### src/rtl/iq_readout_decimator_pkg.sv
// Shared definitions for the I/Q readout decimator.
// The ternary feedback encoding (POS/NEG) matches the wavelet core's
// feedback pulse lines. Also carries the default window size and the
// output buffer state type.
package iq_readout_decimator_pkg;

  localparam logic [1:0] POS = 2'b01;   // positive feedback pulse
  localparam logic [1:0] NEG = 2'b10;   // negative feedback pulse

  localparam int WIN_LOG2_DEF = 4;

  typedef enum logic {
    BUF_EMPTY = 1'b0,
    BUF_FULL  = 1'b1
  } buf_state_e;

  // Ternary decode: 01 -> +1, 10 -> -1, 00/11 -> 0.
  function automatic logic [1:0] decode_sel(input logic [1:0] raw);
    return (raw == POS) ? 2'b01 : (raw == NEG) ? 2'b11 : 2'b00;
  endfunction

endpackage

### src/rtl/iq_readout_decimator_chan_accum.sv
// iq_chan_accum: one channel's ternary decode plus window accumulator.
// Ports:
//   clk_master, rstb  clock / synchronous active-low reset
//   sample_en         take one sample this cycle
//   clear, complete   either one loads the accumulator with zero
//   raw               2-bit feedback pulse pair (bit0 pos, bit1 neg)
//   sum_next          acc + decoded sample (the window sum on completion)
module iq_chan_accum
  import iq_readout_decimator_pkg::*;
#(
  parameter int ACC_W = WIN_LOG2_DEF + 2
) (
  input  logic                    clk_master,
  input  logic                    rstb,
  input  logic                    sample_en,
  input  logic                    clear,
  input  logic                    complete,
  input  logic [1:0]              raw,
  output logic signed [ACC_W-1:0] sum_next
);

  logic signed [ACC_W-1:0] acc;
  logic signed [ACC_W-1:0] dec;
  logic [1:0]              sel;

  always_comb begin
    sel = decode_sel(raw);
    dec = '0;
    if (sel == 2'b01)      dec = ACC_W'(1);
    else if (sel == 2'b11) dec = '1;          // -1
    sum_next = acc + dec;
  end

  always_ff @(posedge clk_master) begin
    if (!rstb)                  acc <= '0;
    else if (clear || complete) acc <= '0;
    else if (sample_en)         acc <= sum_next;
  end

endmodule

### src/rtl/iq_readout_decimator.sv
// iq_readout_decimator: integrates ternary I/Q feedback pulses over
// 2^WIN_LOG2 samples and presents one result per window through a
// single-entry valid/ready buffer.
// Ports:
//   clk_master, rstb          clock / synchronous active-low reset
//   sample_en                 sample strobe
//   clear                     restart the current window (buffer untouched)
//   read_out_I, read_out_Q    feedback pulse pairs
//   out_valid, out_ready      result handshake
//   out_i, out_q              signed window sums
//   out_mag                   |I|+|Q|, only built with IQ_READOUT_MAG_EN,
//                             otherwise constant 0
//   overrun                   sticky, a result was overwritten unconsumed
module iq_readout_decimator
  import iq_readout_decimator_pkg::*;
#(
  parameter int WIN_LOG2 = WIN_LOG2_DEF,
  parameter int ACC_W    = WIN_LOG2 + 2
) (
  input  logic                    clk_master,
  input  logic                    rstb,
  input  logic                    sample_en,
  input  logic                    clear,
  input  logic [1:0]              read_out_I,
  input  logic [1:0]              read_out_Q,
  output logic                    out_valid,
  input  logic                    out_ready,
  output logic signed [ACC_W-1:0] out_i,
  output logic signed [ACC_W-1:0] out_q,
  output logic [ACC_W-1:0]        out_mag,
  output logic                    overrun
);

  localparam int NUM_CH = 2;  // 0 = I, 1 = Q

  logic [WIN_LOG2-1:0]              cnt;
  logic                             complete;
  logic [NUM_CH-1:0][1:0]           raw;
  logic [NUM_CH-1:0][ACC_W-1:0]     sum;
  buf_state_e                       state;
  logic                             hs;

  assign raw      = {read_out_Q, read_out_I};
  // Clear beats a coincident completion: nothing is loaded.
  assign complete = sample_en && !clear && (&cnt);
  assign hs       = out_valid && out_ready;

  always_ff @(posedge clk_master) begin
    if (!rstb)          cnt <= '0;
    else if (clear)     cnt <= '0;
    else if (sample_en) cnt <= cnt + 1'b1;
  end

  for (genvar c = 0; c < NUM_CH; c++) begin : g_ch
    iq_chan_accum #(.ACC_W(ACC_W)) u_acc (
      .clk_master (clk_master),
      .rstb       (rstb),
      .sample_en  (sample_en),
      .clear      (clear),
      .complete   (complete),
      .raw        (raw[c]),
      .sum_next   (sum[c])
    );
  end

`ifdef IQ_READOUT_MAG_EN
  function automatic logic [ACC_W-1:0] abs_v(input logic signed [ACC_W-1:0] v);
    return v[ACC_W-1] ? ACC_W'(-v) : ACC_W'(v);
  endfunction

  logic [ACC_W-1:0] mag_next;
  assign mag_next = abs_v(sum[0]) + abs_v(sum[1]);

  always_ff @(posedge clk_master) begin
    if (!rstb)         out_mag <= '0;
    else if (complete) out_mag <= mag_next;
  end
`else
  assign out_mag = '0;
`endif

  // Single-entry result buffer. A completion always loads newest data;
  // it only counts as an overrun if the old data was not taken this edge.
  always_ff @(posedge clk_master) begin
    if (!rstb) begin
      state     <= BUF_EMPTY;
      out_valid <= 1'b0;
      out_i     <= '0;
      out_q     <= '0;
      overrun   <= 1'b0;
    end else begin
      if (complete) begin
        out_i <= sum[0];
        out_q <= sum[1];
      end
      case (state)
        BUF_EMPTY: begin
          if (complete) begin
            state     <= BUF_FULL;
            out_valid <= 1'b1;
          end
        end
        BUF_FULL: begin
          if (complete) begin
            if (!hs) overrun <= 1'b1;
          end else if (hs) begin
            state     <= BUF_EMPTY;
            out_valid <= 1'b0;
          end
        end
        default: begin
          state     <= BUF_EMPTY;
          out_valid <= 1'b0;
        end
      endcase
    end
  end

endmodule

### config.mk
export PLATFORM = sky130hd
export DESIGN_NAME = iq_readout_decimator
export DESIGN_NICKNAME = d
export VERILOG_FILES = /design/src/rtl/iq_readout_decimator_pkg.sv /design/src/rtl/iq_readout_decimator_chan_accum.sv /design/src/rtl/iq_readout_decimator.sv
export SDC_FILE = /design/constraint.sdc
export NUM_CORES = 1
export LEC_CHECK = 0
export CAP_MARGIN = 20
export CORE_MARGIN = 2
export CORE_UTILIZATION = 55
export DETAILED_ROUTE_END_ITERATION = 12
export DONT_BUFFER_PORTS = 1
export PLACE_DENSITY = 0.7
export SYNTH_ARGS = -nofsm -noshare
export SYNTH_HDL_FRONTEND = slang
export SYNTH_HIERARCHICAL = 1
export SYNTH_SLANG_ARGS = --single-unit
### constraint.sdc
create_clock -name clk_master -period 2.15 [get_ports clk_master]
set_input_delay 0.3225 -clock clk_master [delete_from_list [all_inputs] [get_ports clk_master]]
set_output_delay 0.3225 -clock clk_master [all_outputs]
set_load 0.02 [all_outputs]
Word-level counts from Yosys, hierarchy flattened
Cells that the tools add are included.
{ "word_totals": {"regBits": 31, "latch_bits": 0, "mem_bits_rw": 0, "rom_bits": 0, "inputBits": 9, "out_inout_bits": 20, "word_cells": 51, "memories": 0} }
{ "op_classes": {"n_addsub": 3, "n_mul": 0, "div": 0, "order_cmp": 0, "n_eq_ne": 11, "shift": 0, "n_mux": 16, "bitwise_logic": 3, "n_reduce_logical": 10} }
{ "op_table": {"columns": ["cell", "n"], "rows": [
  ["2-to-1 mux 6 bit", 4],
  ["adder 6 bit", 2],
  ["== test 2 x 1 -> 1 bit, second input constant", 4],
  ["== test 2 bit, second input constant", 4],
  ["2-to-1 mux 2 bit", 4],
  ["2-to-1 mux 1 bit", 6],
  ["AND reduction 3 bit", 2],
  ["adder 4 x 1 -> 4 bit, second input constant", 1],
  ["!= test 2 x 1 -> 1 bit, second input constant", 2],
  ["one-hot mux 1 bit (2 select lines)", 2],
  ["AND reduction 4 bit", 1],
  ["OR reduction 2 bit", 2],
  ["logical AND 1 bit", 3],
  ["inverter 1 bit", 3],
  ["!= test 2 bit, second input constant", 1],
  ["logical NOT 1 bit", 1],
  ["logical OR 1 bit", 1]
]} }

Longest topological paths before layout
{ "depth": {"ltp_word": 7, "ltp_mapped": 11, "ltp_nobuf": 11} }

Cells and area by module
Netlist, hierarchy kept.
{ "by_module_without_submodules": {"columns": ["mod", "n_inst", "cells_each", "area_per_inst_um2", "seq_area_each_um2"], "rows": [
  ["iq_readout_decimator", 1, 89, 855.8, 380.4],
  ["iq_chan_accum at g_ch[1].u_acc", 1, 76, 613.1, 120.1],
  ["iq_chan_accum at g_ch[0].u_acc", 1, 76, 590.6, 120.1]
]} }

Worst setup path before layout
Ideal clock, no wire load.
{ "synth_path": {"kind": "input to register", "start": "input port read_out_Q[0]", "end": "register out_q[4]", "setup_ps": 72, "arrival_time_ps": 1869, "t_required_ps": 2078, "slack_ps": 210, "cell_stages": 11, "path_cell_list": "inv_1 -> ha_1 -> buf_6 -> xor2_1 -> ha_1 -> nor2b_1 -> o32ai_1 -> nor2_1 -> xnor2_1 -> nand2_1 -> mux2i_1"} }
{ "synth_lines": {"columns": ["element", "line", "text"], "rows": [
  ["start: declaration", "iq_readout_decimator.sv:25", "input logic [1:0] read_out_Q,"],
  ["end signal: assignment", "iq_readout_decimator.sv:94", "out_q <= sum[1];"],
  ["end: declaration", "iq_readout_decimator.sv:29", "output logic signed [ACC_W-1:0] out_q,"]
]} }

==> flow_summary.yaml <==
sta:
  fin_skew_ns: 0.004015
  fin_setup_tns_ns: 0
  hold_viol: 0
  setup_viol_count_final: 0
  period_share: 0.8685
  fin_hold_ws_ns: 0.1402
  max_freq_ghz: 0.5355
  rsz0062_at_grt: "false"
  slew_violations: 0
  min_period_ns: 1.867
  finalWorstSetupSlack_ns: 0.2827
logic_synthesis:
  synth_top_cell_area_share: 0.3013
  synth_cells: 241
  synthTopCellsByArea: "dfxtp_1, mux2i_1, nand2_1, xor2_1, ha_1"
  synth_edf_count: 0
  ys_seq_elements: 31
  synth_top_area_cell: "dfxtp_1"
  synthFlopType: "dfxtp_1"
  synth-xor-area-share: 0.09356
  synthAdderAreaFrac: 0.05468
  netlist_area_mm2: 0.002059
  yosys_warnings: 6
  synth_area_per_cell_um2: 8.546
  synth_top_family_by_area: "simple AND/OR/NAND/NOR gates"
  synthMuxAreaShare: 0.08748
  synth-simple-area-share: 0.2047
  yosysUniqueCellTypes: 50
  synth_compound_area_frac: 0.1482
  yosysSeqAreaShare: 0.3013
  async_flop_share: 0
clocking:
  ctsResizeCount: 0
  clk_transition_reported_paths_ns: 0.06
  h-tree-depth: 2
  clk_latency_ns: 0.28
  cts_buffers: 5
  cts.sinks: 31
  cts_hold_buf: 0
  post-cts-setup-buffers: 0
  cts_tree: "yes"
  clk_path_buf_depth: 2
  clockRootBuffer: "clkbuf_8"
placed_design:
  place_ws_ns: 0.01202
  io_buffers: 0
  dpl.cell_count: 277
  hpwl_um: 2519
  place_congestion: 0.7531
floorplanning:
  die_y_um: 65.19
  placementRows: 22
  ios: 29
  start_util: 0.5668
  core_mm2: 0.003633
  dieArea_mm2: 0.004250
  die_x_um: 65.19
grt:
  grtUsageTotal: 0.1856
  grt_max_degree: 34
  antenna_found_initial: 0
  grt_overflow: 0
  grt_pass1_wl_um: 6106
  grt_pass1_vias: 1328
drt:
  first_pass_iters: 4
  drc_errors: 0
  vias: 1505
  vias_per_cell: 5.281
  ant_nets: 0
  wl_per_cell_um: 12.58
  drt_iter0_markers: 53
  totalWireLength_um: 3584
setup_path:
  path_max_fanout: 6
  rr_endpoint: "out_q[4]$_SDFFE_PN0P_"
  path_class: "in -> reg"
  cp.required_ns: 2.36
  r2r_cells: 8
  startpoint: "read_out_Q[0]"
  cp-end-kind: "flip-flop"
  critPathArrivalTime_ns: 2.07
  critPathCapture: "out_q[4]$_SDFFE_PN0P_"
  r2r_slack_ns: 0.32
  cp-start-kind: "input port"
  rr_startpoint: "g_ch[1].u_acc/acc[1]$_SDFFE_PP0P_"
hold_path:
  hold_start: "sample_en"
  hold_class: "in -> reg"
power_and_ir_drop:
  ir_worst_vdd_mv: 0.3964
  leakage_nw: 0.9302
  total_power_mw: 1.256
  p_per_area_mw_per_mm2: 599.5
final_layout:
  stdcell_count: 285
  area_growth_pct: 1.701
  fill_cells: 342
  nets: 254
  drive_gt1_frac: 0.08017
  n_antenna_cell: 0
run_status:
  status: "complete, no violations"
run:
  drv_cap: 0
stage by stage:
| stage | utilization | instance area (µm²) |
|---|---|---|
| finish | 0.5764 | 2095 |
| global route | 0.5764 | 2095 |
| CTS | 0.5764 | 2095 |
| detailed placement | 0.5489 | 1994 |
| global placement | 0.5489 | 1994 |
| floorplan | - | 2078 |
layer usage:
metal	vias up	wire length, µm	track usage
met5	-	0	0
li1	799	-	-
met4	0	70	0.08594
met1	666	1774	0.2505
met3	7	200	0.05308
met2	33	1539	0.2730
power by group:
group          internal (mW)  switching (mW)  total [mW]  leakage (nW)
sequential             0.584          0.0157       0.600         0.251
clock                  0.292           0.206       0.497        0.0515
combinational         0.0720          0.0865       0.158         0.628
total                  0.948           0.308        1.26         0.930
flip-flops by register name, summed over array words and instances (netlist names):
signal / flops
cnt: 4
state: 1
out_q: 6
out_valid: 1
overrun: 1
g_ch.u_acc/acc: 12
out_i: 6
cells in the mapped netlist, drive strengths merged, types with 2 or more instances:
cell and count:
nand2 39, nor2 23, a22oi 2, mux2i 18
dfxtp 31, o21a 2, o21ai 7, o211ai 2
o32ai 2, nor2b 3, nand3b 3, nand3 3
clkbuf 3, o31ai 4, xnor2 7, o22ai 2
buf 20, inv 9, nor3 4, a311oi 2
a21oi 11, or4 2, ha 9, o211a 2
xor2 15, and3b 2
final cells by class:
cell class,instances,area (µm²),share of cell area
multi-input combinational,183,1235,0.5896
sequential,31,620.6,0.2963
clock buffer,8,100.1,0.04779
tap,48,60.06,0.02867
timing repair buffer,6,45.04,0.02151
inverter,9,33.78,0.01613
critical path, stage by stage:
cell and delay (ns):
inv_1 0.03, ha_1 0.27, inv_1 0.04, ha_1 0.23, ha_1 0.26, nor2b_1 0.15
o32ai_1 0.33, nor2_1 0.11, xnor2_1 0.14, nand2_1 0.06, mux2i_1 0.13
cell families after synthesis:
group,Yosys count
other,1
buffers and inverters,32
DFF,31
adders and majority gates,9
muxes,18
AOI/OAI and AO/OA,43
and+or+nand+nor,85
xor gates and xnor gates,22
cell usage in the layout (no fill, tap or decap), types with 2 or more instances in the layout:
cell,instances
o31ai_1,3
and3b_1,2
dfxtp_1,31
o211ai_1,2
inv_1,9
o21a_1,2
buf_4,6
o22ai_1,2
conb_1,6
nand3b_1,2
xor2_1,15
a22oi_1,2
mux2i_1,18
nand3_1,3
ha_1,9
nand2_1,38
o21ai_0,6
nor2_1,22
clkbuf_8,7
a21oi_1,11
or4_1,2
o211a_1,2
xnor2_1,7
nor3_1,4
a311oi_1,2
nor2b_1,3
how the worst min path moves through the flow:
| stage | to | depth (start not counted) |
|---|---|---|
| after floorplan | g_ch[0].u_acc/acc[0]$_SDFFE_PP0P_ | 2 |
| after global placement | g_ch[1].u_acc/acc[5]$_SDFFE_PP0P_ | 1 |
| after detailed placement | g_ch[1].u_acc/acc[5]$_SDFFE_PP0P_ | 1 |
| after CTS | g_ch[1].u_acc/acc[5]$_SDFFE_PP0P_ | 1 |
| after global routing | g_ch[1].u_acc/acc[5]$_SDFFE_PP0P_ | 1 |
| final | g_ch[1].u_acc/acc[5]$_SDFFE_PP0P_ | 1 |
(Power assumes the default switching activity.)
